### config.mk
export PLATFORM = sky130hd
export DESIGN_NAME = fan_pwm_ctrl
export DESIGN_NICKNAME = d
export VERILOG_FILES = /design/src/rtl/fan_pwm_ctrl.sv
export SDC_FILE = /design/constraint.sdc
export NUM_CORES = 1
export LEC_CHECK = 0
export CAP_MARGIN = 20
export CORE_ASPECT_RATIO = 0.5
export CORE_MARGIN = 2
export CORE_UTILIZATION = 55
export CTS_CLUSTER_DIAMETER = 40
export DETAILED_ROUTE_END_ITERATION = 16
export PLACE_DENSITY = 0.8
export SLEW_MARGIN = 20
export SYNTH_ARGS = -nofsm -noshare
export SYNTH_HDL_FRONTEND = slang
export SYNTH_SLANG_ARGS = --single-unit
### constraint.sdc
create_clock -name clk -period 6.7 [get_ports clk]
set_clock_uncertainty 0.05 [all_clocks]
set_input_delay 1.005 -clock clk [delete_from_list [all_inputs] [get_ports clk]]
set_output_delay 1.005 -clock clk [all_outputs]
set_load 0.02 [all_outputs]
### src/rtl/fan_pwm_ctrl.sv
// rtl/fan_pwm_ctrl.sv - button-driven PWM fan/LED controller with level FSM and soft duty ramp
//
// Purpose:
//   Turns two debounced front-panel buttons into a speed level and drives a
//   100-step PWM output. The applied duty cycle only changes on PWM period
//   boundaries, either jumping to the target or ramping 1% at a time.
//
// Parameters:
//   CLK_DIV      clk cycles per PWM tick (>= 1); PWM period = 100 ticks
//   NUM_LEVELS   number of speed levels (2..8), level 0 is off
//   DUTY_STEP    duty percent per level, (NUM_LEVELS-1)*DUTY_STEP <= 100
//   RAMP_PERIODS PWM periods per 1% ramp step, 0 = jump to target
//
// Ports:
//   clk          in   1  system clock
//   reset_n      in   1  asynchronous active-low reset
//   btn          in   1  level-advance request, asynchronous to clk
//   btn_off      in   1  force level 0, asynchronous to clk
//   pwm_out      out  1  registered PWM drive
//   level        out  3  current level, 0..NUM_LEVELS-1
//   level_onehot out  8  one-hot of level, bits >= NUM_LEVELS stay 0
//   duty_cur     out  7  duty percent currently applied (0..100)
//   ramping      out  1  high while duty_cur differs from the target duty

`timescale 1ns/1ps

module fan_pwm_ctrl #(
  parameter int CLK_DIV      = 1000,
  parameter int NUM_LEVELS   = 4,
  parameter int DUTY_STEP    = 30,
  parameter int RAMP_PERIODS = 1
) (
  input  logic       clk,
  input  logic       reset_n,
  input  logic       btn,
  input  logic       btn_off,
  output logic       pwm_out,
  output logic [2:0] level,
  output logic [7:0] level_onehot,
  output logic [6:0] duty_cur,
  output logic       ramping
);

  localparam int          PW        = (CLK_DIV > 1) ? $clog2(CLK_DIV) : 1;
  localparam logic [PW-1:0] PRESC_MAX = PW'(CLK_DIV - 1);
  localparam logic [2:0]  LEVEL_MAX = 3'(NUM_LEVELS - 1);
  localparam logic [6:0]  PWM_LAST  = 7'd99;

  // ---------------------------------------------------------------------------
  // Input synchronisers: two metastability flops plus one history flop each.
  // A rise is reported for exactly one cycle, so a held button never repeats.
  // ---------------------------------------------------------------------------
  logic r_btn_s1;
  logic r_btn_s2;
  logic r_btn_hist;
  logic r_off_s1;
  logic r_off_s2;
  logic r_off_hist;
  logic w_btn_rise;
  logic w_off_rise;

  always_ff @(posedge clk or negedge reset_n) begin
    if (!reset_n) begin
      r_btn_s1   <= 1'b0;
      r_btn_s2   <= 1'b0;
      r_btn_hist <= 1'b0;
      r_off_s1   <= 1'b0;
      r_off_s2   <= 1'b0;
      r_off_hist <= 1'b0;
    end else begin
      r_btn_s1   <= btn;
      r_btn_s2   <= r_btn_s1;
      r_btn_hist <= r_btn_s2;
      r_off_s1   <= btn_off;
      r_off_s2   <= r_off_s1;
      r_off_hist <= r_off_s2;
    end
  end

  assign w_btn_rise = r_btn_s2 & ~r_btn_hist;
  assign w_off_rise = r_off_s2 & ~r_off_hist;

  // ---------------------------------------------------------------------------
  // Level FSM: the state is the level itself.
  // ---------------------------------------------------------------------------
  logic [2:0] r_level;
  logic [2:0] w_level_nxt;

  // State register
  always_ff @(posedge clk or negedge reset_n) begin
    if (!reset_n) begin
      r_level <= 3'd0;
    end else begin
      r_level <= w_level_nxt;
    end
  end

  // Next-state logic; force-off takes priority over a simultaneous advance
  always_comb begin
    w_level_nxt = r_level;
    if (w_off_rise) begin
      w_level_nxt = 3'd0;
    end else if (w_btn_rise) begin
      if (r_level == LEVEL_MAX) begin
        w_level_nxt = 3'd0;
      end else begin
        w_level_nxt = r_level + 3'd1;
      end
    end
  end

  // Output logic
  always_comb begin
    level_onehot          = 8'd0;
    level_onehot[r_level] = 1'b1;
  end

  assign level = r_level;

  // ---------------------------------------------------------------------------
  // Target duty: kept 10 bits wide so level*DUTY_STEP never truncates even
  // for an out-of-range parameter combination.
  // ---------------------------------------------------------------------------
  logic [9:0] w_target;

  assign w_target = 10'(r_level) * 10'(DUTY_STEP);

  // ---------------------------------------------------------------------------
  // Prescaler and PWM counter
  // ---------------------------------------------------------------------------
  logic [PW-1:0] r_presc;
  logic [6:0]    r_pwm_cnt;
  logic          w_tick;
  logic          w_boundary;

  assign w_tick     = (r_presc == PRESC_MAX);
  assign w_boundary = w_tick && (r_pwm_cnt == PWM_LAST);

  always_ff @(posedge clk or negedge reset_n) begin
    if (!reset_n) begin
      r_presc <= '0;
    end else if (w_tick) begin
      r_presc <= '0;
    end else begin
      r_presc <= r_presc + 1'b1;
    end
  end

  always_ff @(posedge clk or negedge reset_n) begin
    if (!reset_n) begin
      r_pwm_cnt <= 7'd0;
    end else if (w_tick) begin
      if (r_pwm_cnt == PWM_LAST) begin
        r_pwm_cnt <= 7'd0;
      end else begin
        r_pwm_cnt <= r_pwm_cnt + 7'd1;
      end
    end
  end

  // ---------------------------------------------------------------------------
  // Duty update. Changing duty only when the counter wraps keeps every PWM
  // period internally consistent: no runt or stretched pulses.
  // ---------------------------------------------------------------------------
  logic [6:0] r_duty;
  logic [9:0] w_duty_ext;

  assign w_duty_ext = {3'b000, r_duty};

  generate
    if (RAMP_PERIODS == 0) begin : g_jump
      always_ff @(posedge clk or negedge reset_n) begin
        if (!reset_n) begin
          r_duty <= 7'd0;
        end else if (w_boundary) begin
          r_duty <= w_target[6:0];
        end
      end
    end else begin : g_ramp
      localparam int RW = $clog2(RAMP_PERIODS + 1);

      logic [RW-1:0] r_ramp_cnt;
      logic          w_ramp_step;

      // Step on the RAMP_PERIODS-th boundary since the last step. The ramp
      // always moves from the present duty, so a new target simply redirects it.
      assign w_ramp_step = (r_ramp_cnt == RW'(RAMP_PERIODS - 1));

      always_ff @(posedge clk or negedge reset_n) begin
        if (!reset_n) begin
          r_ramp_cnt <= '0;
          r_duty     <= 7'd0;
        end else if (w_boundary) begin
          if (w_ramp_step) begin
            r_ramp_cnt <= '0;
            if (w_duty_ext < w_target) begin
              r_duty <= r_duty + 7'd1;
            end else if (w_duty_ext > w_target) begin
              r_duty <= r_duty - 7'd1;
            end
          end else begin
            r_ramp_cnt <= r_ramp_cnt + 1'b1;
          end
        end
      end
    end
  endgenerate

  assign duty_cur = r_duty;
  assign ramping  = (w_duty_ext != w_target);

  // ---------------------------------------------------------------------------
  // PWM output. Counter runs 0..99, so duty 100 holds high across the wrap
  // and duty 0 holds low.
  // ---------------------------------------------------------------------------
  logic r_pwm;

  always_ff @(posedge clk or negedge reset_n) begin
    if (!reset_n) begin
      r_pwm <= 1'b0;
    end else begin
      r_pwm <= (r_pwm_cnt < r_duty);
    end
  end

  assign pwm_out = r_pwm;

endmodule

==> reports/qor.txt <==
run status = complete, no violations
clock tree from TritonCTS = yes
worst setup path startpoint = level[0]$_DFFE_PN0P_
fraction of synthesis flops using an asynchronous set or reset pin = 100%
most common cell after layout, fill and taps aside = sky130_fd_sc_hd__dfrtp_1
Crit. path cell count = 15
area of the core region = 0.00390 mm²
die span in x = 94.2 µm
count of antenna diodes in the layout = 0
Yosys warning count = 0
global-route wire length before repair = 6880 µm
total wire length after detailed routing = 4080 µm
count of buffering cells on the critical path with inverters included = 0
HPWL after detailed placement = 3090 µm
clock latency of the later-clocked register in the worst-skew pair = 290 ps
number of endpoints failing setup at the final stage = 0
area grow syn2layout = 14.6%
unrepaired setup endpoints after global routing = no
Finished Layout Cells = 294
Yosys top cell area share = 38.0%
Netlist cell types = 46
router iterations before antenna repair = 4
number of fill cells = 302
Layout Nets = 278
Clock H-tree levels = 2
count of buffers inserted at the top-level ports = 23
proportion of layout cells with a drive suffix above 1 = 5.83%
maximum buffer depth of the clock tree = 2
part of the total power dissipated in combinational logic = 21.2%
crit path cell chain = fa_1 > ha_1 > fa_1 > xor2_1 > ha_1 > nand3_1 > a21o_1 > a21oi_1 > ha_1 > a211oi_1 > o21bai_1 > a21oi_1 > xnor2_1 > nand2_1 > xnor2_1
clock buffers created by TritonCTS = 5
pin count of the biggest net entering global routing = 35
number of clock sinks = 34
actual transition at the worst max-transition pin = 737 ps
worst ir drop on vdd = 95.2 µV
CP max stage cell = sky130_fd_sc_hd__dfrtp_1
share of synthesized area occupied by flip-flops and latches = 38.0%
residual overflow from global routing = 0
WHS = 299 ps
DR iter-0 viols = 54
number of nets produced by synthesis = 252
path class of the lowest-slack min-delay path = reg -> reg
via count = 1626
fmax = 0.212 GHz
clock transition at the registers of the reported paths = 60 ps
number of buffers inserted for hold repair after clock tree synthesis = 0
Critical Path Sink Type = flip-flop
max-cap violations = 0
synthesis-stage register bit count = 34
cell taking the most area after synthesis = sky130_fd_sc_hd__dfrtp_1
Total Routing Usage GR = 19.6%
fin util = 65.7%
number of endpoints with negative hold slack in the final report = 0
# IOs = 24
number of post-CTS setup repair buffers = 0
WS Path Type = reg -> reg
Clock power frac = 32.3%
Worst R2R Path Depth = 15
cell count after placement = 288
Routed WL per cell = 13.9 µm
clock root cell = sky130_fd_sc_hd__clkbuf_8
destination of the critical timing path = duty_cur[6]$_DFFE_PN0P_
switching share of total power = 28.1%
total power consumption of the routed design = 461 µW
drt drc = 0
end of the worst register-to-register path = duty_cur[6]$_DFFE_PN0P_
family of cells with the greatest summed delay on the critical path = adder cells
number of rows in the core area = 16
static leakage = 1.23 nW
die span in y = 49.1 µm
initial antenna violation count = 0
GP Congestion = 0.873
sequential share of power = 46.5%
count of final max-slew check failures = 0
top cells by area in the synthesized netlist = sky130_fd_sc_hd__dfrtp_1 38%, sky130_fd_sc_hd__ha_1 16%, sky130_fd_sc_hd__xor2_1 3.9%
highest fanout seen on the critical path = 14
post-CTS resize count = 0
setup TNS = 0 ps
Most used DFF post-synth = sky130_fd_sc_hd__dfrtp_1
reg2reg start = level[0]$_DFFE_PN0P_
detail-routed via count per cell = 5.53
crit path time final = 4720 ps
pwr dens = 180 mW/mm²
initial core utilization = 57.3%
post-synthesis average cell area = 10.4 µm²
required time at the worst-slack endpoint = 6820 ps
Internal Power = 331 µW
net load switching power = 130 µW
CP Launch Type = flip-flop
via count of the first global-routing pass = 1601
worst rel slew slack = 50.7%
arrival time of the worst setup path = 4840 ps
post-synthesis instance area = 0.00224 mm²
post-route ant nets = 0
Die Area = 0.00463 mm²
period utilisation layout = 70.4%
number of synthesized flops with an enable pin = 0
Critical Path Most Common Cell = sky130_fd_sc_hd__ha_1
setup slack on the worst flop-to-flop path = 1980 ps
synthesized instance count = 215
leading cell types in the layout, fill and taps excluded = 34 x sky130_fd_sc_hd__dfrtp_1, 29 x sky130_fd_sc_hd__ha_1, 23 x sky130_fd_sc_hd__clkdlybuf4s50_1
critical path's largest stage delay = 620 ps
## kinds of logic after synthesis
group	synth area share, %
mux	1.40
compound gates	11.0
xor+xnor	7.04
buf+inv	5.09
fa+ha+maj	19.8
simple gates	17.7
flops	38.0
## layer usage
metal	share of wire [%]	global-route usage (%)
met5	0	0
met4	1.6	7.49
met3	4.9	6.65
met2	50	33.8
met1	43	22.8
## worst min path at each step
stage                                   from  slack (ps)  cells after the start                  to
after floorplan           r_btn_s1$_DFF_PN0_         280                      0  r_btn_s2$_DFF_PN0_
after global placement    r_btn_s1$_DFF_PN0_         280                      0  r_btn_s2$_DFF_PN0_
after detailed placement  r_btn_s1$_DFF_PN0_         290                      0  r_btn_s2$_DFF_PN0_
after CTS                 r_btn_s1$_DFF_PN0_         300                      0  r_btn_s2$_DFF_PN0_
after global routing      r_btn_s1$_DFF_PN0_         310                      0  r_btn_s2$_DFF_PN0_
final                     r_off_s1$_DFF_PN0_         300                      0  r_off_s2$_DFF_PN0_
## registers in the layout, summed over array words and instances (netlist names)
name / flops
r_off_s2: 1
r_btn_s2: 1
r_btn_s1: 1
duty_cur: 7
r_pwm_cnt: 7
r_off_hist: 1
r_off_s1: 1
pwm_out: 1
r_presc: 10
r_btn_hist: 1
level: 3
## power groups by stage
stage               combinational, mW  clock [mW]  sequential [mW]
CTS                            0.0974       0.151            0.215
global placement               0.0915           0            0.218
floorplan                      0.0625           0            0.219
global route                    0.110       0.160            0.215
detailed placement             0.0970           0            0.218
finish                         0.0979       0.149            0.214
## metrics by stage
stage          setup WS, ps  area (µm²)
2_1_floorplan          2330        2240
3_3_place_gp           2210        2480
3_5_place_dp           2010        2480
4_1_cts                2000        2560
5_1_grt                1680        2560
6_report               1980        2560
## worst reg2reg max path, cell delays in order (launching register included)
cell                       delay (ps)
sky130_fd_sc_hd__dfrtp_1          620
sky130_fd_sc_hd__fa_1             540
sky130_fd_sc_hd__ha_1             240
sky130_fd_sc_hd__fa_1             410
sky130_fd_sc_hd__xor2_1           180
sky130_fd_sc_hd__ha_1             300
sky130_fd_sc_hd__nand3_1          110
sky130_fd_sc_hd__a21o_1           160
sky130_fd_sc_hd__a21oi_1          540
sky130_fd_sc_hd__ha_1             410
sky130_fd_sc_hd__a211oi_1         370
sky130_fd_sc_hd__o21bai_1         130
sky130_fd_sc_hd__a21oi_1          190
sky130_fd_sc_hd__xnor2_1          130
sky130_fd_sc_hd__nand2_1           80
sky130_fd_sc_hd__xnor2_1          150
## layout make-up
| cell class | instances | area, µm² | share of cell area [%] |
|---|---|---|---|
| Tap cell | 54 | 67.6 | 2.63 |
| Multi-Input combinational cell | 162 | 1270 | 49.7 |
| Sequential cell | 34 | 851 | 33.2 |
| Inverter | 14 | 52.6 | 2.05 |
| Clock buffer | 6 | 82.6 | 3.22 |
| Timing Repair Buffer | 24 | 238 | 9.27 |
## cells in the mapped netlist, drive strengths merged (2+ instances only)
cell type   n
nand3       5
and2        5
xor2       10
nand4b      2
a21o        5
nor2b       7
mux2i       2
nor2       19
o21bai      2
o21ai       8
dfrtp      34
and3        5
nand4       4
nand2      11
nor3        2
o211ai      2
nand2b      2
fa          4
a211oi      4
xnor2       8
a21oi      11
buf         3
ha         29
and4        3
bufbuf      2
inv        14
Power figures use the tool's default switching activity.
